**config.mk**
```make
export PLATFORM = sky130hd
export DESIGN_NAME = mem_port_arbiter
export DESIGN_NICKNAME = d
export VERILOG_FILES = /design/src/rtl/mem_arb_pkg.sv /design/src/rtl/mem_port_arbiter.sv
export SDC_FILE = /design/constraint.sdc
export NUM_CORES = 1
export LEC_CHECK = 0
export ABC_AREA = 1
export BUFFER_PORTS_ARGS = -buffer_cell sky130_fd_sc_hd__buf_4
export CAP_MARGIN = 20
export CORE_UTILIZATION = 45
export DETAILED_ROUTE_END_ITERATION = 6
export GPL_TIMING_DRIVEN = 0
export PLACE_DENSITY = 0.77
export REMOVE_ABC_BUFFERS = 1
export SYNTH_ARGS = -nofsm -noshare
export SYNTH_HDL_FRONTEND = slang
export SYNTH_SLANG_ARGS = --single-unit
```
**constraint.sdc**
```tcl
create_clock -name clk -period 1.68 [get_ports clk]
set_clock_uncertainty 0.15 [all_clocks]
set_input_delay 0.084 -clock clk [delete_from_list [all_inputs] [get_ports clk]]
set_output_delay 0.084 -clock clk [all_outputs]
set_load 0.02 [all_outputs]
```
**src/rtl/mem_arb_pkg.sv**
```systemverilog
// mem_arb_pkg: shared state/port types and default starvation bound for mem_port_arbiter
package mem_arb_pkg;
  typedef enum logic [1:0] {IDLE, BUSY_I, BUSY_D} arb_state_t;
  typedef enum logic {PORT_I, PORT_D} port_id_t;
  localparam int STARVE_MAX_DEF = 4;
endpackage

```
**src/rtl/mem_port_arbiter.sv**
```systemverilog
// mem_port_arbiter: serialises fetch and data requests onto one single-port memory with data priority and bounded fetch starvation
module mem_port_arbiter
  import mem_arb_pkg::*;
#(
  parameter int ADDR_W = 32,
  parameter int DATA_W = 32,
  parameter int STARVE_MAX = STARVE_MAX_DEF
) (
  input  logic              clk,
  input  logic              resetN,
  input  logic              if_req,
  input  logic [ADDR_W-1:0] if_addr,
  input  logic              if_flush,
  output logic              if_gnt,
  output logic              if_valid,
  output logic [DATA_W-1:0] if_rdata,
  input  logic              d_req,
  input  logic              d_we,
  input  logic [ADDR_W-1:0] d_addr,
  input  logic [DATA_W-1:0] d_wdata,
  output logic              d_gnt,
  output logic              d_valid,
  output logic [DATA_W-1:0] d_rdata,
  output logic              mem_req,
  output logic              mem_we,
  output logic [ADDR_W-1:0] mem_addr,
  output logic [DATA_W-1:0] mem_wdata,
  input  logic [DATA_W-1:0] mem_rdata,
  input  logic              mem_ack
);
  localparam int CW = STARVE_MAX > 0 ? $clog2(STARVE_MAX + 1) : 1;
  arb_state_t state, state_d;
  port_id_t win;
  logic [CW-1:0] starve_cnt, starve_nxt;
  logic drop_flag, grant, ack_i, ack_d, keep_i;
  always_comb begin
    win = d_req && (!if_req || starve_cnt < CW'(STARVE_MAX)) ? PORT_D : PORT_I;
    grant = state == IDLE && (if_req || d_req);
    ack_i = state == BUSY_I && mem_ack;
    ack_d = state == BUSY_D && mem_ack;
    keep_i = !(drop_flag || if_flush);
    starve_nxt = (win == PORT_D && if_req) ? (starve_cnt == CW'(STARVE_MAX) ? starve_cnt : starve_cnt + 1'b1) : '0;
    state_d = grant ? (win == PORT_D ? BUSY_D : BUSY_I) : (ack_i || ack_d) ? IDLE : state;
  end
  always_ff @(posedge clk or negedge resetN)
    if (!resetN) state <= IDLE;
    else state <= state_d;
  always_ff @(posedge clk or negedge resetN) begin
    if (!resetN) begin
      starve_cnt <= '0;
      drop_flag <= 1'b0;
      if_gnt <= 1'b0;
      d_gnt <= 1'b0;
      if_valid <= 1'b0;
      d_valid <= 1'b0;
      if_rdata <= '0;
      d_rdata <= '0;
      mem_req <= 1'b0;
      mem_we <= 1'b0;
      mem_addr <= '0;
      mem_wdata <= '0;
    end else begin
      if_gnt <= grant && win == PORT_I;
      d_gnt <= grant && win == PORT_D;
      if_valid <= ack_i && keep_i;
      d_valid <= ack_d;
      drop_flag <= state == BUSY_I && !mem_ack && !keep_i;
      if (grant) begin
        mem_req <= 1'b1;
        mem_we <= win == PORT_D && d_we;
        mem_addr <= win == PORT_D ? d_addr : if_addr;
        starve_cnt <= starve_nxt;
        if (win == PORT_D) mem_wdata <= d_wdata;
      end
      if (ack_i || ack_d) mem_req <= 1'b0;
      if (ack_i && keep_i) if_rdata <= mem_rdata;
      if (ack_d && !mem_we) d_rdata <= mem_rdata;
    end
  end
endmodule

```
# Word level (Yosys, flattened, before mapping)
# Index checks and enable logic that the tools add are counted.
word_totals:
  register_bits: 140
  inputBits: 135
classes:
  n_addsub: 1
  magnitude_cmp: 1
  eq_ne: 4
  mux: 9
  bitwise: 1
  n_reduce_logical: 24
op_table:
  columns: ["cell", "count"]
  rows:
  - ["$mux W32", 1]
  - ["$logic_and A1 B1 Y1", 12]
  - ["$mux W2", 3]
  - ["$mux W3", 2]
  - ["$logic_not A1 Y1", 4]
  - ["$logic_or A1 B1 Y1", 4]
  - ["$reduce_and A2 Y1", 2]
  - ["$add A3 B1 Y3 const B", 1]
  - ["$eq A3 B3 Y1 const B", 1]
  - ["$lt A3 B3 Y1 const B", 1]
  - ["$mux W1", 3]
  - ["$eq A2 B1 Y1 const B", 1]
  - ["$eq A2 B2 Y1 const B", 1]
  - ["$logic_not A2 Y1", 1]
  - ["$ne A2 B2 Y1 const B", 1]
  - ["$reduce_bool A2 Y1", 1]
  - ["$not A1 Y1", 1]

# Longest topological paths before layout
depth:
  ltp_word: 7
  depth_mapped: 7
  ltp_nobuf: 6

# Worst setup path after synthesis
# Ideal clock, no wire load.
synth_timing:
  kind: "register to register"
  from: "register state[0]"
  to: "register mem_wdata[10]"
  setup_ns: 0.117
  t_arrival_ns: 1.083
  setup_slack_ns: 0.330
  path_stages_with_launch: 8
  path_buffers: 1
  synth_period_minus_slack_ns: 1.350
  cell_sequence: "dfrtp_1 > inv_2 > nand2_1 > nor2_8 > inv_4 > buf_6 > nand2_1 > nand2_1"
synth_between:
  elab_chain_len: 3
synth_rtl:
  columns: ["element", "line", "rtl"]
  rows:
  - ["start, declared", "mem_port_arbiter.sv:32", "arb_state_t state, state_d;"]
  - ["start signal, assigned", "mem_port_arbiter.sv:47", "else state <= state_d;"]
  - ["$logic_not A2 Y1", "mem_port_arbiter.sv:38", "grant = state == IDLE && (if_req || d_req);"]
  - ["$logic_and A1 B1 Y1", "mem_port_arbiter.sv:38", null]
  - ["$reduce_and A2 Y1 (no line)", null, null]
  - ["end signal, assigned", "mem_port_arbiter.sv:73", "if (win == PORT_D) mem_wdata <= d_wdata;"]
  - ["end, declared", "mem_port_arbiter.sv:27", "output logic [DATA_W-1:0] mem_wdata,"]
# No other way between the ends.
# A chain may end at the register's enable or synchronous reset.

# Final worst setup path
layout_timing:
  from: "register state[0]"
  to: "register d_rdata[22]"
layout_between:
  elab_chain_len: 3
layout_rtl:
  columns: ["element", "line", "rtl"]
  rows:
  - ["$eq A2 B2 Y1", "mem_port_arbiter.sv:40", "ack_d = state == BUSY_D && mem_ack;"]
  - ["$logic_and A1 B1 Y1", "mem_port_arbiter.sv:40", null]
  - ["$logic_and A1 B1 Y1", "mem_port_arbiter.sv:77", "if (ack_d && !mem_we) d_rdata <= mem_rdata;"]
  - ["end signal, assigned", "mem_port_arbiter.sv:77", null]
  - ["end, declared", "mem_port_arbiter.sv:23", "output logic [DATA_W-1:0] d_rdata,"]
# No other way between the ends.

==> flow_summary_export.csv <==
group,metric,value,unit
status,status,"complete, no violations",
critical_path,crit_path_frequent_cell,"nand2_1",
critical_path,reg2reg_setup_slack,0.09,ns
floorplanning,die_y,116.4,µm
detailed_routing,firstDrtPassIters,5,
timing,fin_crit,1.588,ns
global_routing,antenna_found_initial,1,
critical_path,critical_path_class,"flop to flop",
run,drv_cap,0,
clocking,clockRootBuffer,"clkbuf_16",
detailed_routing,wl,21840,µm
final_layout,multiInputGateArea,0.002208,mm²
global_routing,grt-ovfl-total,0,
critical_path,worstReg2RegStart,"state[0]",
final_layout,area_growth,72.73,%
clocking,cts_buffer_depth,2,
synth,yosysTopAreaCellShare,59.46,%
min_path,hp-start,"d_req",
place,pre_cts_ws,-1.270,ns
critical_path,cp_num_buf_inv,2,
final_layout,drive_gt1_share,30.14,%
timing,setup_viol,0,
critical_path,worstPathArrival,1.73,ns
synth,synth-seq-cells,140,
place,place_congestion,0.7846,
clocking,h-tree-depth,4,
final_layout,fin_area,0.01018,mm²
floorplanning,initial_core_util,46.50,%
place,placed_area,0.008014,mm²
clocking,clk_pin_slew_worst_paths,0.05,ns
floorplanning,die_w,116.4,µm
global_routing,grt_pass1_wl,33110,µm
clocking,cts.sinks,140,
floorplanning,rows,41,
timing,tightest_slew,1.002,ns
detailed_routing,num_vias,6587,
detailed_routing,post-route-drc-count,0,
final_layout,nFillCells,722,
detailed_routing,drt_iter0_drc,563,
power_and_ir_drop,vdd_drop_max,0.0005810,V
synth,synthTopCellsByArea,"dfrtp_1 (59%), nand2_1 (27%), nand3_1 (5.9%)",
clocking,cts_buffers,17,
global_routing,grt_usage,32.27,%
floorplanning,core_area,0.01267,mm²
critical_path,critPathMaxFanout,32,
timing,drv_slew,0,
critical_path,cp_cell_sequence,"inv_2, nand3_2, bufinv_16, nand2_8, nand2_1, nand2_1",
timing,setup_ws,0.09227,ns
synth,synth_cells,706,
critical_path,reg2reg_to,"d_rdata[22]",
detailed_routing,wl_per_cell,16.79,µm
power_and_ir_drop,p_leak,0.005730,µW
critical_path,worstRegToRegCells,6,
synth,ys_types,25,
floorplanning,io_pins,269,
critical_path,slowest_stage,"dfrtp_1",
timing,fin_crit_sh,94.51,%
critical_path,required,1.82,ns
synth,syn_avg_cell_area,8.345,µm²
synth,ys_seq_area_share,59.46,%
min_path,min_path_type,"input port to flop",
critical_path,start_kind,"flop",
critical_path,worst-path-stages,6,
clocking,cts_tree,"done",
floorplanning,dieArea,0.01355,mm²
synth,netlist_area,0.005892,mm²
power_and_ir_drop,powerDensity,802.9,mW/mm²
detailed_routing,vias_per_cell,5.063,
global_routing,grt_max_degree,72,
synth,synth_warnings,0,
timing,relSlewSlack,32.98,%
final_layout,nNetsFinal,1252,
timing,finalHoldViolCount,0,
place,portBuffers,268,
place,hpwl,11020,µm
critical_path,worst_path_dominant_cell_family,"simple AND/OR/NAND/NOR gates",
critical_path,end_kind,"flop",
clocking,clock_latency,0.41,ns
timing,fmax,0.6298,GHz
detailed_routing,antenna_left,0,
min_path,min_delay_worst_endpoint,"starve_cnt[2]",
synth,synth_top_cell_by_area,"dfrtp_1",
final_layout,regArea,0.003505,mm²
critical_path,critPathMaxStageDelay,0.41,ns
min_path,worstHoldPathCells,3,
global_routing,grt_pass1_vias,6644,
==> where the power goes <==
part           total [µW]  internal [µW]  switching [µW]
Combinational        1180            617             565
Sequential           3550           3480            68.7
Clock                3440           2070            1380
==> state kept, by name, summed over array words and instances, names as in the netlist, 2 cells and up <==
name        flops
d_rdata        32
if_rdata       32
mem_addr       32
mem_wdata      32
starve_cnt      3
state           2
==> metal layers <==
| metal | part of all wire [%] | track usage [%] |
|---|---|---|
| met1 | 37 | 36.16 |
| met2 | 50 | 54.91 |
| met3 | 9.1 | 8.459 |
| met4 | 4.3 | 20.09 |
| met5 | 0 | 0 |
==> cell usage in the layout (no fill, tap or decap) <==
cell type      count
a21oi_1            1
buf_12             2
buf_16             4
buf_4            281
buf_6              1
bufinv_16          1
clkbuf_1           3
clkbuf_16         17
clkbuf_8           5
clkinv_2           6
clkinvlp_4         1
dfrtp_1          139
dfrtp_2            1
diode_2            1
dlygate4sd3_1    134
ha_1               2
inv_1              8
inv_2              2
inv_4              1
inv_6              2
nand2_1          425
nand2_2            1
nand2_4            3
nand2_8            3
nand3_1           68
nand3_2            1
nand4_1            1
nor2_1             2
nor2_2             1
nor2_4             4
nor2_8             1
nor3_1             1
o21ai_0            4
o21ai_4            1
or2_2              1
==> through the flow <==
step / cells / utilization, % / hold slack, ns / total power [µW] / TNS, ns
final: 1301 / 80.32 / 0.05505 / 8172 / 0
after global routing: 1301 / 80.32 / 0.06959 / 8406 / -0.006920
after CTS: 1293 / 79.50 / 0.02246 / 8102 / 0
after detailed placement: 1113 / 63.25 / -0.02289 / 4459 / -60.08
after global placement: 1109 / 62.35 / 0.1260 / 4431 / -101.39
after floorplan: 669 / - / -0.3616 / 3883 / -15.06
==> worst reg2reg max path, stage by stage (launching register included) <==
cell and delay (ns):
dfrtp_1 0.41, inv_2 0.10, nand3_2 0.17, bufinv_16 0.27, nand2_8 0.15, nand2_1 0.16, nand2_1 0.07
==> kinds of logic after synthesis <==
family	count (synthesis)	synth area share, %
DFF	140	59.46
adders and majority gates	2	0.4247
AOI/OAI and AO/OA	6	0.7008
and+or+nand+nor	508	34.83
buffers and inverters	50	4.587
==> cell usage after synthesis <==
library cell,count
clkbuf_1,5
nor2_2,2
buf_6,6
buf_4,2
buf_2,22
nand2_1,428
nand3_1,69
a21oi_1,1
nor2_8,1
nand2_4,1
nand2_8,1
clkinv_1,1
inv_1,8
nor2_4,1
nand4_1,1
or2_2,1
nor2_1,2
dfrtp_1,140
o21ai_4,1
inv_2,3
nor3_1,1
inv_4,1
o21ai_0,4
ha_1,2
buf_1,2
==> repair_timing <==
| action | CTS | global route |
|---|---|---|
| buffers inserted | 10 | 6 |
| resized for setup | 12 | 7 |
| hold buffers | 134 | 0 |
| gates cloned | 4 | 1 |
| setup endpoints to repair | 124 | 68 |
| endpoints found under the hold margin | 276 | 0 |
| pin swaps | 6 | 2 |
==> final cells by class <==
type                            count  share of cell area (%)
Antenna cell                        1                 0.02459
Timing Repair inverter              1                 0.08606
Clock buffer                       25                   4.967
Sequential cell                   140                   34.44
Tap cell                          172                   2.115
Clock inverter                      7                  0.3688
Timing Repair Buffer              422                   35.49
Multi-Input combinational cell    520                   21.70
Inverter                           13                  0.8114
==> worst max-delay path by stage <==
stage	startpoint	to	slack (ns)
6_report	state[0]	d_rdata[22]	0.09
5_1_grt	state[0]	d_rdata[22]	-0.007
4_1_cts	if_flush	if_rdata[19]	0.01
3_5_place_dp	mem_we	d_rdata[6]	-1.27
3_3_place_gp	mem_we	d_rdata[1]	-1.19
2_1_floorplan	mem_we	d_rdata[0]	-0.44
(Power assumes the default switching activity.)
